### src/rtl/sd_sector_uart_streamer.sv
// Captures one SD sector byte-serially into a local RAM, then replays it in
// address order to a UART transmitter over its data/strobe/busy handshake.
module sd_sector_uart_streamer #(
  parameter int DEPTH       = 512,
  parameter int ADDR_W      = 9,
  parameter int ACK_TIMEOUT = 15
) (
  input  logic       clk,
  input  logic       rst_n,
  input  logic       wr_en,
  input  logic [7:0] wr_data,
  input  logic       sector_done,
  output logic       buf_busy,
  output logic [7:0] tx_data,
  output logic       tx_stb,
  input  logic       tx_busy,
  output logic       stream_done,
  output logic       overflow
);

  localparam int              TW      = $clog2(ACK_TIMEOUT + 1);
  localparam logic [ADDR_W:0] DEPTH_C = (ADDR_W + 1)'(DEPTH);
  localparam logic [ADDR_W:0] ONE_C   = (ADDR_W + 1)'(1);

  typedef enum logic [2:0] {
    S_FILL, S_FETCH, S_LOAD, S_ISSUE, S_WAIT_ACK, S_WAIT_IDLE, S_NEXT
  } state_t;

  state_t          state_q;
  logic [ADDR_W:0] wr_ptr_q, rd_ptr_q, len_q;
  logic [TW-1:0]   tmr_q;
  logic            buf_busy_q, tx_stb_q, stream_done_q, overflow_q;
  logic [7:0]      tx_data_q, rdata_q;
  logic [7:0]      mem_q [DEPTH];

  logic            wr_ok_d;
  logic [ADDR_W:0] cnt_d;

  // Pointers and counts are one bit wider than the address so a full sector fits.
  always_comb begin
    wr_ok_d = (state_q == S_FILL) && wr_en && (wr_ptr_q < DEPTH_C);
    cnt_d   = wr_ptr_q + (ADDR_W + 1)'(wr_ok_d);
  end

  // RAM holds no reset; the read port is registered, so data lands one cycle after FETCH.
  always_ff @(posedge clk) begin
    if (wr_ok_d) mem_q[wr_ptr_q[ADDR_W-1:0]] <= wr_data;
    rdata_q <= mem_q[rd_ptr_q[ADDR_W-1:0]];
  end

  always_ff @(posedge clk or negedge rst_n) begin
    if (!rst_n) begin
      state_q       <= S_FILL;
      wr_ptr_q      <= '0;
      rd_ptr_q      <= '0;
      len_q         <= '0;
      tmr_q         <= '0;
      buf_busy_q    <= 1'b0;
      tx_stb_q      <= 1'b0;
      tx_data_q     <= 8'h00;
      stream_done_q <= 1'b0;
      overflow_q    <= 1'b0;
    end else begin
      tx_stb_q      <= 1'b0;
      stream_done_q <= 1'b0;
      if (state_q != S_FILL && (wr_en || sector_done)) overflow_q <= 1'b1;
      case (state_q)
        S_FILL: begin
          if (wr_ok_d)    wr_ptr_q   <= wr_ptr_q + ONE_C;
          else if (wr_en) overflow_q <= 1'b1;
          if (sector_done && cnt_d != '0) begin
            len_q      <= cnt_d;
            rd_ptr_q   <= '0;
            buf_busy_q <= 1'b1;
            state_q    <= S_FETCH;
          end
        end
        S_FETCH: state_q <= S_LOAD;
        S_LOAD: begin
          tx_data_q <= rdata_q;
          state_q   <= S_ISSUE;
        end
        S_ISSUE: begin
          if (!tx_busy) begin
            tx_stb_q <= 1'b1;
            tmr_q    <= '0;
            state_q  <= S_WAIT_ACK;
          end
        end
        S_WAIT_ACK: begin
          // A UART that never reports busy must not stall the stream forever.
          if (tx_busy)                              state_q <= S_WAIT_IDLE;
          else if (tmr_q == TW'(ACK_TIMEOUT - 1))   state_q <= S_NEXT;
          else                                      tmr_q   <= tmr_q + 1'b1;
        end
        S_WAIT_IDLE: if (!tx_busy) state_q <= S_NEXT;
        S_NEXT: begin
          if (rd_ptr_q == len_q - ONE_C) begin
            stream_done_q <= 1'b1;
            wr_ptr_q      <= '0;
            buf_busy_q    <= 1'b0;
            state_q       <= S_FILL;
          end else begin
            rd_ptr_q <= rd_ptr_q + ONE_C;
            state_q  <= S_FETCH;
          end
        end
        default: state_q <= S_FILL;
      endcase
    end
  end

  assign buf_busy    = buf_busy_q;
  assign tx_data     = tx_data_q;
  assign tx_stb      = tx_stb_q;
  assign stream_done = stream_done_q;
  assign overflow    = overflow_q;

endmodule

### config.mk
export PLATFORM = sky130hd
export DESIGN_NAME = sd_sector_uart_streamer
export DESIGN_NICKNAME = d
export VERILOG_FILES = /design/src/rtl/sd_sector_uart_streamer.sv
export SDC_FILE = /design/constraint.sdc
export NUM_CORES = 2
export LEC_CHECK = 0
export BUFFER_PORTS_ARGS = -buffer_cell sky130_fd_sc_hd__buf_2
export CORE_MARGIN = 2
export CORE_UTILIZATION = 40
export DETAILED_ROUTE_END_ITERATION = 6
export GPL_ROUTABILITY_DRIVEN = 0
export GPL_TIMING_DRIVEN = 1
export SLEW_MARGIN = 15
export SYNTH_ARGS = -nofsm -noshare
export SYNTH_HDL_FRONTEND = slang
export SYNTH_SLANG_ARGS = --single-unit
### constraint.sdc
create_clock -name clk -period 2.9 [get_ports clk]
set_input_delay 0 -clock clk [delete_from_list [all_inputs] [get_ports clk]]
set_output_delay 0 -clock clk [all_outputs]
set_load 0.03 [all_outputs]
# == After elaboration in Yosys (flattened, before gate mapping) ==
# Memory sizes are Yosys's and may differ from the RTL's. A register that Yosys moved wholly into a read port is not among the register bits.
# Cells that the tools add are included.
# Widths: inputs -> output; s select.
# totals
regBits,49
ram_bits,4096
inputBits,13
output_inout_bits,12
mem_count,1
# mem_list
memory,words,word_bits,read_ports,rd_clocked_by_memory_dff,wr,line_no,rtl
mem_q,512,8,1,1,1,34,logic [7:0] mem_q [DEPTH];
# op_classes
addsub,5
magnitude_cmp,1
n_eq_ne,17
mux,30
reduce_logical,16
# op_table
cell,n
$mux 10,4
$pmux 10 s2,2
$pmux 3 s7,1
$add 10x1->10 const B,2
$mux 3,5
$ne 2x2->1 const B,7
$mux 1,13
$mux 4,3
$add 10x1->10,1
$eq 10x10->1,1
$lt 10x10->1 const B,1
$reduce_bool 10->1,1
$sub 10x1->10 const B,1
$eq 3x3->1 const B,3
$reduce_and 3->1,3
$pmux 4 s2,1
$reduce_and 4->1,2
$eq 3x2->1 const B,2
$add 4x1->4 const B,1
$eq 4x4->1 const B,1
$logic_and 1x1->1,4
$reduce_bool 2->1,2
$eq 3x1->1 const B,1
$logic_not 3->1,1
6 further kinds,6

# == Longest topological paths before layout ==
# logic_depth
ltp_word,8
mapped_depth,16
mapped_depth_nobuf,13

# == Least setup slack after synthesis ==
# OpenSTA, ideal clock, no wires.
# synth_timing
kind,register to register
from,register state_q[0]
to,register rd_ptr_q[7]
arrival_ps,2928
required_time_ps,2821
path_slack_ps,-108
path_stages_with_launch,16
synth_period_minus_slack_ps,3008
path_cell_list,dfrtp_1 > clkbuf_1 > or3_1 > nor2_1 > nand2_1 > clkinv_1 > ha_1 > and2_1 > clkbuf_1 > a31o_2 > a21oi_1 > o2111ai_1 > nand3_1 > o21ai_1 > and4b_1 > mux2i_1
# synth_between
elab_chain_cells,8
elab_cells_between_ends,12
# synth_lines
item,line_no,rtl
start: declaration,29,state_t state_q;
start signal: assignment,53,state_q <= S_FILL;
start signal: assignment,75,state_q <= S_FETCH;
start signal: assignment,78,S_FETCH: state_q <= S_LOAD;
$logic_not 3->1,"41, 67",
$logic_and 1x1->1 (2 in series),41,wr_ok_d = (state_q == S_FILL) && wr_en && (wr_ptr_q < DEPTH_C);
$add 10x1->10,42,cnt_d = wr_ptr_q + (ADDR_W + 1)'(wr_ok_d);
$reduce_bool 10->1,71,if (sector_done && cnt_d != '0) begin
$logic_and 1x1->1,71,
$ne 2x1->1 (no line),--,
$reduce_and 3->1 (no line),--,
end signal: assignment,104,rd_ptr_q <= rd_ptr_q + ONE_C;
end: declaration,30,"logic [ADDR_W:0] wr_ptr_q, rd_ptr_q, len_q;"
# Parallel ways exist; a longest one is shown, timed or not.
# A chain may end at the register's enable or synchronous reset.

==> flow_metrics.env <==
export IMPL_synth_distinct_cells=87
export IMPL_dr_pass1_iters=6
export IMPL_viasPerCell=5.76
export IMPL_yosysSeqAreaShare=0.767
export IMPL_async_flop_share=0.0118
export IMPL_start_util=0.402
export IMPL_drtAntennaViolNets=0
export IMPL_drt_iter0_drc=11500
export IMPL_port_buffers=24
export IMPL_grt_pass1_wl_um=675000
export IMPL_grt_usage=0.232
export IMPL_dieArea_mm2=0.410
export IMPL_max_freq_mhz=299
export IMPL_hpwlAfterDp_um=312000
export IMPL_drc_errors=0
export IMPL_dr_total_vias=87200
export IMPL_synth_common_cells="edfxtp_1, mux4_2, nor2_1"
export IMPL_leakage_nw=64.8
export IMPL_synth_ff_type="edfxtp_1"
export IMPL_relSlewSlack=0.196
export IMPL_wl_met3_um=42800
export IMPL_yosysWarnings=0
export IMPL_grt_pass1_vias=87600
export IMPL_finalWirelength_um=480000
export IMPL_highest_layer="met5"
export IMPL_htreeDepth=5
export IMPL_powerDensity_mw_per_mm2=891
export IMPL_arrival_ns=4.24
export IMPL_synth_edf_count=4096
export IMPL_finalSetupViolations=9
export IMPL_status="finished, violations left"
export IMPL_synth_seq_cells=4153
export IMPL_peakVddDrop_mv=0.590
export IMPL_crit_fanout=19
export IMPL_antenna_found_initial=18
export IMPL_fin_crit_ns=3.34
export IMPL_fin_skew_ns=0.0705
export IMPL_yosys_area_top_type="edfxtp_1"
export IMPL_crit_required_ns=3.80
export IMPL_rows=233
export IMPL_ys_top_cells_by_area="edfxtp_1, mux4_2, mux2i_1, nor2_1, dfrtp_1"
export IMPL_numCtsBuffers=421
export IMPL_coreArea_mm2=0.403
export IMPL_die_w_um=641
export IMPL_m1WireLength_um=191000
export IMPL_synth_nets=7638
export IMPL_syn_to_final_growth_pct=22.0
export IMPL_ios=25
export IMPL_design_area_mm2=0.198
export IMPL_clk_pin_slew_ns=0.06
export IMPL_yosysMostFrequentCell="edfxtp_1"
export IMPL_cts_tree="done"
export IMPL_met2_length_um=227000
export IMPL_tns_ns=-3.19
export IMPL_finalMaxSlewViolations=0
export IMPL_endpoint_kind="flip-flop"
export IMPL_start_kind="flip-flop"
export IMPL_rsz0062_at_grt="true"
export IMPL_max_clock_path_buffers=4
export IMPL_grt_overflow=0
export IMPL_path_class="reg -> reg"
export IMPL_wire_per_inst_um=31.7
export IMPL_worst_pin_slew_ns=1.21
export IMPL_grt_max_degree=141
export IMPL_cts_root_buf="clkbuf_16"
export IMPL_die_h_um=641
export IMPL_hp_class="in -> reg"
export IMPL_violations="negative setup slack"
export IMPL_syn_avg_cell_area_um2=21.3
export IMPL_hold_viol=0
export IMPL_nets=9387
export IMPL_synth_top_area_share=0.759
export IMPL_drv_cap=0
export IMPL_fin_crit_sh=1.15
export IMPL_setup_ws_ns=-0.444
export IMPL_synthesis_area_mm2=0.162
export IMPL_clock_sinks=4153
export IMPL_clock_latency_ns=1.01
export IMPL_drive_gt1_frac=0.367
export IMPL_place_area_mm2=0.182
export IMPL_synth_cells=7615
routing by layer:
metal  track usage  up-vias
li1              -    35400
met1         0.321    46500
met2         0.367     4539
met3        0.0425      781
met4        0.0863       10
met5             0        -
through the flow:
| stage | std cells | worst slack, ns | hold WS (ns) | util | total power (W) |
|---|---|---|---|---|---|
| after CTS | 15100 | -0.410 | 0.00341 | 0.489 | 0.176 |
| after detailed placement | 14200 | -1.05 | 0.0976 | 0.450 | 0.119 |
| after global placement | 14200 | -1.04 | 0.0945 | 0.450 | 0.119 |
| after global routing | 15100 | -0.470 | 0.0386 | 0.491 | 0.181 |
| final | 15100 | -0.444 | 0.0563 | 0.491 | 0.176 |
| after floorplan | 7615 | 0.000165 | -0.296 | - | 0.0938 |
registers in the layout (all words and copies together), names as in the netlist:
register / cells
tx_data: 8
overflow: 1
rd_ptr_q: 10
len_q: 10
stream_done: 1
buf_busy: 1
mem_q: 4096
state_q: 3
tmr_q: 4
rdata_q: 8
wr_ptr_q: 10
tx_stb: 1
logic make-up after synthesis:
kind of cell | synth area share
DFF | 0.767
muxes | 0.163
and+or+nand+nor | 0.0239
AOI/OAI and AO/OA | 0.0259
buffers and inverters | 0.0176
xor gates and xnor gates | 0.00146
adders and majority gates | 0.000772
critical path: stages, from the launching register on:
cell	delay, ns
dfrtp_4	0.46
buf_12	0.15
buf_16	0.19
buf_8	0.19
buf_16	0.20
mux4_2	0.52
nand2_1	0.13
a21oi_1	0.12
o41ai_2	0.31
buf_4	0.18
nand2b_2	0.23
o2111ai_1	0.17
o32a_1	0.37
power breakdown:
group | internal, W | switching (W)
sequential | 0.0663 | 0.000582
combinational | 0.0251 | 0.0306
clock | 0.0306 | 0.0231
total | 0.122 | 0.0542
cells in the final DEF (no fill, tap or decap), types with 23 or more instances in the layout:
master	Yosys	final
a22oi_1	43	41
a221oi_1	58	44
mux2_2	28	28
clkinv_2	0	73
o22ai_1	44	39
edfxtp_1	4096	4096
nand3_1	29	24
nand2_1	172	147
o211ai_1	23	23
dfrtp_1	49	42
clkinv_1	3	108
mux4_2	987	990
buf_4	61	1485
buf_12	7	198
nor2_1	590	577
clkbuf_16	0	428
o21ai_0	111	92
bufinv_16	0	41
a21oi_1	141	123
clkbuf_1	198	95
mux2i_1	369	359
o221ai_1	62	57
buf_6	47	25
path summary, 6_finish.rpt:
kind,start,to,slack [ns],depth (start not counted)
min,wr_data[1],mem_q[458][1],0.06,2
max in group asynchronous,rst_n,tx_data[3],2.02,4
max reg2reg,rd_ptr_q[0],rdata_q[6],-0.44,12
max,rd_ptr_q[0],rdata_q[6],-0.44,12
min in group asynchronous,rst_n,tx_data[0],0.49,4
min reg2reg,rdata_q[7],tx_data[7],0.48,1
area by class of cell:
class,count,area (µm²)
fill,32200,205000
sequential,4153,124000
multi-input combinational,2969,36000
timing repair buffer,1799,17000
clock buffer,520,11000
tap,5405,6760
clock inverter,263,2590
inverter,20,95.1
antenna,13,32.5
timing repair:
action	in CTS	in global routing
gates cloned	13	5
endpoints found under the setup margin	77	170
setup buffers	49	32
pin swaps	24	28
gates resized for setup	198	80
endpoints found under the hold margin	3294	0
hold buffers	19	0
(Power assumes the default switching activity.)
